==> src/rtl/openeye_acc_pkg.sv <==
// Shared definitions for the accumulator/requantizer slice:
// FSM state encodings, default datapath widths and the saturation-limit helpers.
package openeye_acc_pkg;

    typedef enum logic [1:0] {
        IDLE   = 2'd0,
        ACCUM  = 2'd1,
        OUTPUT = 2'd2
    } acc_state_t;

    localparam int unsigned PROD_WIDTH_DEF = 20;
    localparam int unsigned ACC_WIDTH_DEF  = 24;
    localparam int unsigned OUT_WIDTH_DEF  = 8;

    // Largest value representable in a signed field of the given width (width <= 31).
    function automatic int signed sat_max(input int unsigned width);
        return (32'sd1 <<< (width - 1)) - 32'sd1;
    endfunction

    // Smallest value representable in a signed field of the given width (width <= 31).
    function automatic int signed sat_min(input int unsigned width);
        return -(32'sd1 <<< (width - 1));
    endfunction

endpackage

==> src/rtl/requant_sat.sv <==
// Combinational requantizer: round-half-up, arithmetic shift by the fraction,
// optional ReLU, then saturation to the output width.
// Optional ReLU is enabled by defining ACCUMULATOR_REQUANT_RELU_EN.
module requant_sat
    import openeye_acc_pkg::*;
#(
    parameter int unsigned DATA_WIDTH_ACC = ACC_WIDTH_DEF,
    parameter int unsigned DATA_WIDTH_OUT = OUT_WIDTH_DEF,
    parameter int unsigned Q_BITWIDTH     = $clog2(DATA_WIDTH_ACC)
) (
    input  logic signed [DATA_WIDTH_ACC-1:0] acc_next,
    input  logic        [Q_BITWIDTH-1:0]     frac,
    output logic signed [DATA_WIDTH_OUT-1:0] result,
    output logic                             sat
);

    localparam logic signed [DATA_WIDTH_ACC:0] OUT_MAX =
        (DATA_WIDTH_ACC+1)'(sat_max(DATA_WIDTH_OUT));
    localparam logic signed [DATA_WIDTH_ACC:0] OUT_MIN =
        (DATA_WIDTH_ACC+1)'(sat_min(DATA_WIDTH_OUT));
    localparam logic signed [DATA_WIDTH_OUT-1:0] RES_MAX =
        DATA_WIDTH_OUT'(sat_max(DATA_WIDTH_OUT));
    localparam logic signed [DATA_WIDTH_OUT-1:0] RES_MIN =
        DATA_WIDTH_OUT'(sat_min(DATA_WIDTH_OUT));

    logic signed [DATA_WIDTH_ACC:0] widened;
    logic signed [DATA_WIDTH_ACC:0] rounding;
    logic signed [DATA_WIDTH_ACC:0] shifted;

    // Round, shift, optionally rectify, then clamp into the output range.
    always_comb begin
        widened  = (DATA_WIDTH_ACC+1)'(acc_next);
        rounding = '0;
        if (frac != '0) begin
            rounding = {{DATA_WIDTH_ACC{1'b0}}, 1'b1} << (frac - 1'b1);
        end
        shifted = (widened + rounding) >>> frac;
`ifdef ACCUMULATOR_REQUANT_RELU_EN
        if (shifted[DATA_WIDTH_ACC]) begin
            shifted = '0;
        end
`endif
        sat    = 1'b0;
        result = shifted[DATA_WIDTH_OUT-1:0];
        if (shifted > OUT_MAX) begin
            result = RES_MAX;
            sat    = 1'b1;
        end else if (shifted < OUT_MIN) begin
            result = RES_MIN;
            sat    = 1'b1;
        end
    end

endmodule

==> src/rtl/accumulator_requant.sv <==
// Saturating multiply-accumulate tail: sums a programmable number of signed
// products, requantizes the sum and offers it over a valid/ready handshake.
// Optional output ReLU: define ACCUMULATOR_REQUANT_RELU_EN (handled in requant_sat).
module accumulator_requant
    import openeye_acc_pkg::*;
#(
    parameter int unsigned DATA_WIDTH_PROD = PROD_WIDTH_DEF,
    parameter int unsigned DATA_WIDTH_ACC  = ACC_WIDTH_DEF,
    parameter int unsigned DATA_WIDTH_OUT  = OUT_WIDTH_DEF,
    parameter int unsigned CNT_WIDTH       = 8,
    parameter int unsigned Q_BITWIDTH      = $clog2(DATA_WIDTH_ACC)
) (
    input  logic                              clk_i,
    input  logic                              rst_i,
    input  logic signed [DATA_WIDTH_PROD-1:0] product_i,
    input  logic                              product_valid_i,
    output logic                              product_ready_o,
    input  logic        [CNT_WIDTH-1:0]       acc_len_i,
    input  logic        [Q_BITWIDTH-1:0]      fraction_bit_i,
    input  logic                              clear_i,
    output logic signed [DATA_WIDTH_OUT-1:0]  result_o,
    output logic                              result_valid_o,
    input  logic                              result_ready_i,
    output logic                              overflow_o,
    output logic                              busy_o
);

    localparam logic signed [DATA_WIDTH_ACC:0] ACC_MAX =
        (DATA_WIDTH_ACC+1)'(sat_max(DATA_WIDTH_ACC));
    localparam logic signed [DATA_WIDTH_ACC:0] ACC_MIN =
        (DATA_WIDTH_ACC+1)'(sat_min(DATA_WIDTH_ACC));

    acc_state_t state, state_next;

    logic signed [DATA_WIDTH_ACC-1:0] acc, acc_next;
    logic signed [DATA_WIDTH_ACC:0]   sum;
    logic        [CNT_WIDTH-1:0]      cnt, cnt_next, len, len_start;
    logic        [Q_BITWIDTH-1:0]     frac, frac_sel;
    logic                             accept, start, final_acc, add_sat;
    logic signed [DATA_WIDTH_OUT-1:0] req_result;
    logic                             req_sat;

    assign product_ready_o = (state != OUTPUT) || result_ready_i;
    assign accept          = product_valid_i && product_ready_o;
    assign busy_o          = (state != IDLE);

    // Accumulator next value, count and last-product detection for this cycle.
    // A product accepted in OUTPUT implies the result handshake, so it starts
    // a new accumulation exactly like one accepted in IDLE.
    always_comb begin
        start     = accept && (state != ACCUM);
        len_start = (acc_len_i == '0) ? CNT_WIDTH'(1) : acc_len_i;
        frac_sel  = start ? fraction_bit_i : frac;
        sum       = (DATA_WIDTH_ACC+1)'(acc) + (DATA_WIDTH_ACC+1)'(product_i);
        acc_next  = acc;
        cnt_next  = cnt;
        add_sat   = 1'b0;
        final_acc = 1'b0;
        if (start) begin
            acc_next  = DATA_WIDTH_ACC'(product_i);
            cnt_next  = CNT_WIDTH'(1);
            final_acc = (len_start == CNT_WIDTH'(1));
        end else if (accept) begin
            if (sum > ACC_MAX) begin
                acc_next = ACC_MAX[DATA_WIDTH_ACC-1:0];
                add_sat  = 1'b1;
            end else if (sum < ACC_MIN) begin
                acc_next = ACC_MIN[DATA_WIDTH_ACC-1:0];
                add_sat  = 1'b1;
            end else begin
                acc_next = sum[DATA_WIDTH_ACC-1:0];
            end
            cnt_next  = cnt + 1'b1;
            final_acc = (cnt_next == len);
        end
    end

    requant_sat #(
        .DATA_WIDTH_ACC (DATA_WIDTH_ACC),
        .DATA_WIDTH_OUT (DATA_WIDTH_OUT),
        .Q_BITWIDTH     (Q_BITWIDTH)
    ) u_requant_sat (
        .acc_next (acc_next),
        .frac     (frac_sel),
        .result   (req_result),
        .sat      (req_sat)
    );

    // Next-state selection; clear overrides every transition.
    always_comb begin
        state_next = state;
        case (state)
            IDLE: begin
                if (accept) state_next = final_acc ? OUTPUT : ACCUM;
            end
            ACCUM: begin
                if (accept && final_acc) state_next = OUTPUT;
            end
            OUTPUT: begin
                if (result_ready_i) begin
                    if (accept) state_next = final_acc ? OUTPUT : ACCUM;
                    else        state_next = IDLE;
                end
            end
            default: state_next = IDLE;
        endcase
        if (clear_i) state_next = IDLE;
    end

    // State register.
    always_ff @(posedge clk_i or posedge rst_i) begin
        if (rst_i) state <= IDLE;
        else       state <= state_next;
    end

    // Accumulator, configuration latches and registered result/flags.
    always_ff @(posedge clk_i or posedge rst_i) begin
        if (rst_i) begin
            acc            <= '0;
            cnt            <= '0;
            len            <= '0;
            frac           <= '0;
            result_o       <= '0;
            result_valid_o <= 1'b0;
            overflow_o     <= 1'b0;
        end else if (clear_i) begin
            acc            <= '0;
            cnt            <= '0;
            result_valid_o <= 1'b0;
            overflow_o     <= 1'b0;
        end else begin
            acc <= acc_next;
            cnt <= cnt_next;
            if (start) begin
                len  <= len_start;
                frac <= fraction_bit_i;
            end
            if (final_acc) begin
                result_o       <= req_result;
                result_valid_o <= 1'b1;
            end else if ((state == OUTPUT) && result_ready_i) begin
                result_valid_o <= 1'b0;
            end
            if (start) begin
                overflow_o <= final_acc && req_sat;
            end else if (accept) begin
                overflow_o <= overflow_o || add_sat || (final_acc && req_sat);
            end
        end
    end

endmodule
==> config.mk <==
export PLATFORM = sky130hd
export DESIGN_NAME = accumulator_requant
export DESIGN_NICKNAME = d
export VERILOG_FILES = /design/src/rtl/openeye_acc_pkg.sv /design/src/rtl/requant_sat.sv /design/src/rtl/accumulator_requant.sv
export SDC_FILE = /design/constraint.sdc
export NUM_CORES = 1
export LEC_CHECK = 0
export CELL_PAD_IN_SITES_DETAIL_PLACEMENT = 0
export CELL_PAD_IN_SITES_GLOBAL_PLACEMENT = 1
export CORE_ASPECT_RATIO = 0.75
export CORE_MARGIN = 8
export CORE_UTILIZATION = 43
export DETAILED_ROUTE_END_ITERATION = 16
export GPL_TIMING_DRIVEN = 0
export PLACE_DENSITY = 0.83
export SKIP_LAST_GASP = 1
export SYNTH_ARGS = -nofsm -noshare
export SYNTH_HDL_FRONTEND = slang
export SYNTH_SLANG_ARGS = --single-unit
==> constraint.sdc <==
create_clock -name clk_i -period 9.3 [get_ports clk_i]
set_clock_uncertainty 0.2 [all_clocks]
set_input_delay 2.79 -clock clk_i [delete_from_list [all_inputs] [get_ports clk_i]]
set_output_delay 2.79 -clock clk_i [all_outputs]
set_load 0.05 [all_outputs]
# Word-level counts from Yosys, hierarchy flattened
# Cells that the tools add are included.
op_classes:
  addsub: 4
  order_cmp: 4
  eq_ne: 9
  shifts: 2
  muxes: 34
  bitwise_logic: 1
  reduce_logical: 17
ops:
  columns: ["operator", "n"]
  rows:
  - ["24-bit 2-to-1 mux", 5]
  - ["8-bit 2-to-1 mux", 6]
  - ["24-bit by 20-bit adder with 25-bit output", 1]
  - ["24-bit by 25-bit adder with 25-bit output", 1]
  - ["25-bit by 24-bit > comparator with 1-bit output (second input constant)", 1]
  - ["25-bit by 8-bit > comparator with 1-bit output (second input constant)", 1]
  - ["25-bit by 24-bit < comparator with 1-bit output (second input constant)", 1]
  - ["25-bit by 8-bit < comparator with 1-bit output (second input constant)", 1]
  - ["25-bit 2-to-1 mux", 1]
  - ["1-bit by 5-bit left shift with 25-bit output (first input constant)", 1]
  - ["25-bit by 5-bit >>> shifter with 25-bit output", 1]
  - ["1-bit 2-to-1 mux", 14]
  - ["2-bit 2-to-1 mux", 6]
  - ["3-bit != test (second input constant)", 3]
  - ["8-bit by 1-bit adder with 8-bit output (second input constant)", 1]
  - ["8-bit by 1-bit equality test with 1-bit output (second input constant)", 1]
  - ["8-bit equality test", 1]
  - ["8-bit zero test", 1]
  - ["2-bit one-hot mux with 3 select lines", 1]
  - ["3-bit nonzero test", 2]
  - ["1-bit logical AND", 5]
  - ["5-bit 2-to-1 mux", 1]
  - ["5-bit nonzero test", 1]
  - ["5-bit by 1-bit subtractor with 5-bit output (second input constant)", 1]
  - ["10 further kinds", 13]
word_totals:
  ff_bits: 57
  in_bits: 38
  output_inout_bits: 12
  word_cells: 79

# Logic depth before layout (Yosys ltp)
logic_depth:
  word_depth: 18
  depth_mapped: 33
  mapped_depth_nobuf: 32

# Hierarchy
# Synthesis repeated with hierarchy kept, for this count alone.
hier_totals:
  cells_unflattened: 1124
  area_unflattened_um2: 8311.7
by_module_without_submodules:
  columns: ["module", "instances", "cells_each", "area_each_um2", "seq_area_each_um2"]
  rows:
  - ["accumulator_requant", 1, 541, 4538.1, 1426.4]
  - ["requant_sat", 1, 583, 3773.6, 0.0]

# Worst setup path before layout
# Ideal clock, no wire load.
synth_timing:
  path_kind: "input to register"
  start: "in product_i[1]"
  end: "reg overflow_o"
  setup_ps: 126
  t_arrival_ps: 9564
  required_time_ps: 8974
  slack_ps: -591
  cell_stages: 29
  n_path_buf: 1
  path_cell_list: "ha_1 a21o_1 a21o_1 a211oi_1 or3_1 a21oi_1 a41oi_1 a211o_1 o31ai_1 mux2_2 nor2_1 clkbuf_1 o21ai_0 o221a_2 fa_1 a211oi_1 o21ai_1 a21oi_1 a211oi_1 xnor2_1 mux2i_1 a222oi_1 a211oi_1 a31o_1 or4b_1 nor4_1 a41o_1 a31oi_2 a311o_1"
synth_between:
  elab_chain_len: 16
  word_cells_on_any_way: 23
  cone_classes: "add/sub: 2; order compare: 4; shift: 1; mux: 13; reduce/logical: 3"
synth_lines:
  columns: ["element", "line", "rtl"]
  rows:
  - ["start: declaration", "accumulator_requant.sv:15", "input logic signed [DATA_WIDTH_PROD-1:0] product_i,"]
  - ["24-bit by 20-bit adder with 25-bit output", "accumulator_requant.sv:54", "sum = (DATA_WIDTH_ACC+1)'(acc) + (DATA_WIDTH_ACC+1)'(product_i);"]
  - ["25-bit by 24-bit < comparator with 1-bit output", "accumulator_requant.sv:67", "end else if (sum < ACC_MIN) begin"]
  - ["24-bit 2-to-1 mux", "accumulator_requant.sv:67", null]
  - ["24-bit 2-to-1 mux", "accumulator_requant.sv:64", "if (sum > ACC_MAX) begin"]
  - ["24-bit 2-to-1 mux", "accumulator_requant.sv:63", "end else if (accept) begin"]
  - ["24-bit 2-to-1 mux", "accumulator_requant.sv:59", "if (start) begin"]
  - ["24-bit by 25-bit adder with 25-bit output", "requant_sat.sv:37", "shifted = (widened + rounding) >>> frac;"]
  - ["25-bit by 5-bit >>> shifter with 25-bit output", "requant_sat.sv:37", null]
  - ["25-bit by 8-bit < comparator with 1-bit output", "requant_sat.sv:48", "end else if (shifted < OUT_MIN) begin"]
  - ["1-bit 2-to-1 mux", "requant_sat.sv:48", null]
  - ["1-bit 2-to-1 mux", "requant_sat.sv:45", "if (shifted > OUT_MAX) begin"]
  - ["1-bit logical AND", "accumulator_requant.sv:145, accumulator_requant.sv:147", null]
  - ["1-bit logical OR", "accumulator_requant.sv:147", "overflow_o <= overflow_o || add_sat || (final_acc && req_sat);"]
  - ["1-bit 2-to-1 mux", "accumulator_requant.sv:146", "end else if (accept) begin"]
  - ["1-bit 2-to-1 mux (*)", "accumulator_requant.sv:144", "if (start) begin"]
  - ["1-bit 2-to-1 mux (*)", "accumulator_requant.sv:126", "end else if (clear_i) begin"]
  - ["end signal: assignment", "accumulator_requant.sv:145", "overflow_o <= final_acc && req_sat;"]
  - ["end signal: assignment", "accumulator_requant.sv:147", null]
  - ["end: declaration", "accumulator_requant.sv:24", "output logic overflow_o,"]
# Every way passes the cells marked *; elsewhere a longest branch is shown, timed or not. The select of a mux whose other input is x is not followed.
# A chain may end at the register's enable or synchronous reset.

# Final worst setup path
layout_timing:
  start: "in product_i[1]"
  end: "reg result_o[1]"
layout_between:
  elab_chain_len: 11
  word_cells_on_any_way: 13
  cone_classes: "add/sub: 2; order compare: 4; shift: 1; mux: 6"
layout_lines:
  columns: ["element", "line", "rtl"]
  rows:
  - ["24-bit by 20-bit adder with 25-bit output", "accumulator_requant.sv:54", null]
  - ["25-bit by 24-bit < comparator with 1-bit output", "accumulator_requant.sv:67", null]
  - ["24-bit 2-to-1 mux", "accumulator_requant.sv:67", null]
  - ["24-bit 2-to-1 mux", "accumulator_requant.sv:64", null]
  - ["24-bit 2-to-1 mux", "accumulator_requant.sv:63", null]
  - ["24-bit 2-to-1 mux (*)", "accumulator_requant.sv:59", null]
  - ["24-bit by 25-bit adder with 25-bit output (*)", "requant_sat.sv:37", null]
  - ["25-bit by 5-bit >>> shifter with 25-bit output (*)", "requant_sat.sv:37", null]
  - ["25-bit by 8-bit < comparator with 1-bit output", "requant_sat.sv:48", null]
  - ["8-bit 2-to-1 mux", "requant_sat.sv:48", null]
  - ["8-bit 2-to-1 mux (*)", "requant_sat.sv:45", null]
  - ["end signal: assignment", "accumulator_requant.sv:139", "result_o <= req_result;"]
  - ["end: declaration", "accumulator_requant.sv:21", "output logic signed [DATA_WIDTH_OUT-1:0] result_o,"]
# Every way passes the cells marked *; elsewhere a longest branch is shown, timed or not.

==> results_dict.tcl <==
set metrics [dict create \
    yosys_warnings 0 \
    syn2layout_area_growth_pct 40.2 \
    drv_slew 0 \
    cpPeakStageDelay_ps 550 \
    io-pin-count 50 \
    diodes 0 \
    synth.top_cells.by_area "dfrtp_1 20%, ha_1 8.6%, o21ai_0 5.5%, a21oi_1 5.1%, nor2_1 4.9%" \
    pwr-share-comb_pct 61.8 \
    maxCapViolations 0 \
    syn-cell-area_um2 7270 \
    synth-edff-count 0 \
    fin_crit_sh_pct 103 \
    core_um2 16700 \
    end_kind "flop" \
    synth_fp_nets 1052 \
    arrival_ps 9640 \
    grt_overflow_total 0 \
    slew_headroom_pct 50.0 \
    gp_congestion 0.944 \
    start_kind "input pin" \
    crit_slowest_cell "or4_1" \
    num_vias 8349 \
    cp_max_fo 6 \
    synth_area_per_cell_um2 7.55 \
    clk_pin_slew_worst_paths_ps 60 \
    pwr-share-clk_pct 20.4 \
    track_usage_pct 24.4 \
    wl_per_cell_um 21.1 \
    nets 1180 \
    synth_top_area_share_pct 19.6 \
    drt-initial-drc-count 901 \
    cp_data_required_time_ps 9380 \
    portBuffers 48 \
    die_x_um 166 \
    clock_sinks 57 \
    drive_above_1_share_pct 30.1 \
    place_hpwl_um 19800 \
    clk_path_buf_depth 2 \
    grt_max_degree 40 \
    min_period_ps 9560 \
    fin_ws_ps -265 \
    status "finished with violations" \
    reg2reg_slack_ps 1810 \
    start_util_pct 43.6 \
    seq_area_frac_synth_pct 19.6 \
    p_switching_mw 0.756 \
    antenna_found_initial 0 \
    crit_type "input pin to flop" \
    rows 41 \
    rsz0062_at_grt "true" \
    power_density_nw_per_um2 164 \
    numCtsBuffers 9 \
    min_path_type "flop to flop" \
    grt_pass1_wl_um 42100 \
    via_per_inst 6.37 \
    vdd_drop_max_mv 0.0921 \
    hold_violations 0 \
    tightest_slew_ps 747 \
    cts_max_level 3 \
    drt_drc_violations_left 0 \
    cpMostUsedCell "a21oi_4" \
    synthFlopType "dfrtp_1" \
    first_global_vias 7616 \
    timing.fmax_mhz 105 \
    synth-seq-cells 57 \
    leakagePower_nw 3.93 \
    die_area_um2 21400 \
    yosysUniqueCellTypes 80 \
    async_reset_ff_share_pct 100 \
    swShare_pct 45.3 \
    finalPower_mw 1.67 \
    setup_viol 8 \
    drtPass1Iterations 5 \
    drtAntennaViolNets 0 \
    final_util_pct 61.1 \
    violations "negative setup slack" \
    die_h_um 129 \
    p_int_mw 0.914 \
    cts_root_buf "clkbuf_16" \
    finalWirelength_um 27700 \
    syn_inst 962 \
    seq_power_share_pct 17.8 \
    cts_tree "done" \
    worstSkewPairLatency_ps 340 \
    synth_top_area_cell "dfrtp_1" \
]
-- timing repair --
item / CTS / global route
hold buffers: 0 / 0
pin swaps: 65 / 57
setup endpoints to repair: 9 / 8
gates resized for setup: 167 / 122
setup buffers: 44 / 27
gates cloned: 2 / 0
-- power groups by stage --
stage	Sequential [mW]	Clock, mW	Combinational (mW)
6_report	0.298	0.340	1.03
5_1_grt	0.301	0.353	1.10
4_1_cts	0.296	0.343	0.897
3_5_place_dp	0.298	0	0.769
3_3_place_gp	0.297	0	0.770
2_1_floorplan	0.307	0	0.547
-- placed cells by master, fill, tap and decap left out, types with 12 or more instances in the layout --
| cell type | netlist | layout |
|---|---|---|
| clkdlybuf4s50_1 | 0 | 36 |
| o21ai_1 | 7 | 14 |
| ha_1 | 50 | 14 |
| xor2_1 | 20 | 19 |
| nor2_1 | 94 | 82 |
| a21o_1 | 15 | 14 |
| xnor2_1 | 30 | 25 |
| o211ai_1 | 19 | 19 |
| clkbuf_1 | 38 | 18 |
| a21oi_2 | 0 | 19 |
| nand3_1 | 25 | 23 |
| nor2b_1 | 30 | 28 |
| mux2_2 | 17 | 16 |
| o21ai_0 | 80 | 61 |
| a21oi_1 | 74 | 45 |
| buf_4 | 0 | 70 |
| nand2_1 | 89 | 88 |
| nor3_1 | 37 | 32 |
| inv_1 | 16 | 15 |
| ha_4 | 0 | 29 |
| buf_2 | 10 | 14 |
| a211oi_1 | 19 | 13 |
| mux2i_1 | 15 | 12 |
| dfrtp_1 | 57 | 57 |
| o221a_2 | 20 | 18 |
-- critical path: cells and delay by family --
family	cells	cell delay [ps]
buffers and inverters	4	530
and+or+nand+nor	6	1580
AOI/OAI and AO/OA	21	4200
adders and majority gates	2	500
-- layout make-up --
cell class              instances  area (um^2)
fillers                      1434         6490
plain buffers                  49          272
clock buffers                  10          239
inverters                      16         60.1
flip-flops and latches         57         1430
well taps                     215          269
multi-input cells             835         6800
clock inverters                 6         67.6
repair buffers                122         1050
-- final timing paths --
check,startpoint,end,depth (start not counted)
max,product_i[1],result_o[1]$_DFFE_PP0P_,33
min,result_o[7]$_DFFE_PP0P_,result_o[7]$_DFFE_PP0P_,2
max reg2reg,acc[1]$_DFF_PP0_,result_o[1]$_DFFE_PP0P_,32
min reg2reg,result_o[7]$_DFFE_PP0P_,result_o[7]$_DFFE_PP0P_,2
max in group asynchronous,rst_i,acc[13]$_DFF_PP0_,3
min in group asynchronous,rst_i,result_o[2]$_DFFE_PP0P_,2
-- per-layer routing --
metal | global-route usage (%) | routed length (um) | vias up
met5 | 0 | 0 | -
met4 | 7.04 | 571 | 0
met3 | 5.08 | 2370 | 47
met2 | 35.8 | 11700 | 386
met1 | 35.4 | 13100 | 4005
li1 | - | - | 3911
-- registers in the layout (all words and copies together), names as in the netlist --
signal / cells
cnt: 8
result_valid_o: 1
acc: 24
len: 8
state: 2
overflow_o: 1
frac: 5
result_o: 8
-- cells in the mapped netlist, types with 4 or more instances --
cell type / n
a2111oi_0: 8
inv_1: 16
o211ai_1: 19
and2_1: 5
a31oi_1: 10
nor4_1: 7
a21oi_1: 74
o22ai_1: 7
nand2_1: 89
buf_2: 10
nand4_1: 11
a21o_1: 15
o21bai_1: 9
mux2i_1: 15
o31ai_1: 15
o21ai_0: 80
o21a_1: 12
clkbuf_1: 38
nor3b_1: 6
xnor2_1: 30
xor2_1: 20
buf_1: 6
dfrtp_1: 57
nor3_1: 37
o221a_2: 20
ha_1: 50
a211o_1: 9
a211oi_1: 19
nor2_1: 94
nor2b_1: 30
nand3_1: 25
o21ai_1: 7
and3_1: 11
a221o_1: 6
or3_1: 4
nand2b_1: 11
mux2_2: 17
-- per-stage QoR --
stage               cell area (um^2)  setup TNS [ps]  hold WS (ps)  setup slack (ps)  instances
finish                         10200           -1780           289              -265       1310
global route                   10200           -3270           315              -449       1310
detailed placement              8150          -16980           281             -2110       1226
global placement                8130          -18350           266             -2260       1225
floorplan                       7380               0           271              15.1        962
CTS                             9430           -1660           294              -232       1284
-- logic make-up after synthesis --
family          Yosys count  share of synthesized area [%]
fa+ha+maj                52                           9.16
compound gates          353                           33.5
flops                    57                           19.6
mux                      32                           4.70
buf+inv                  70                           3.79
simple gates            347                           23.0
xor+xnor                 51                           6.25
No activity file was read; power rests on OpenSTA's default activity.
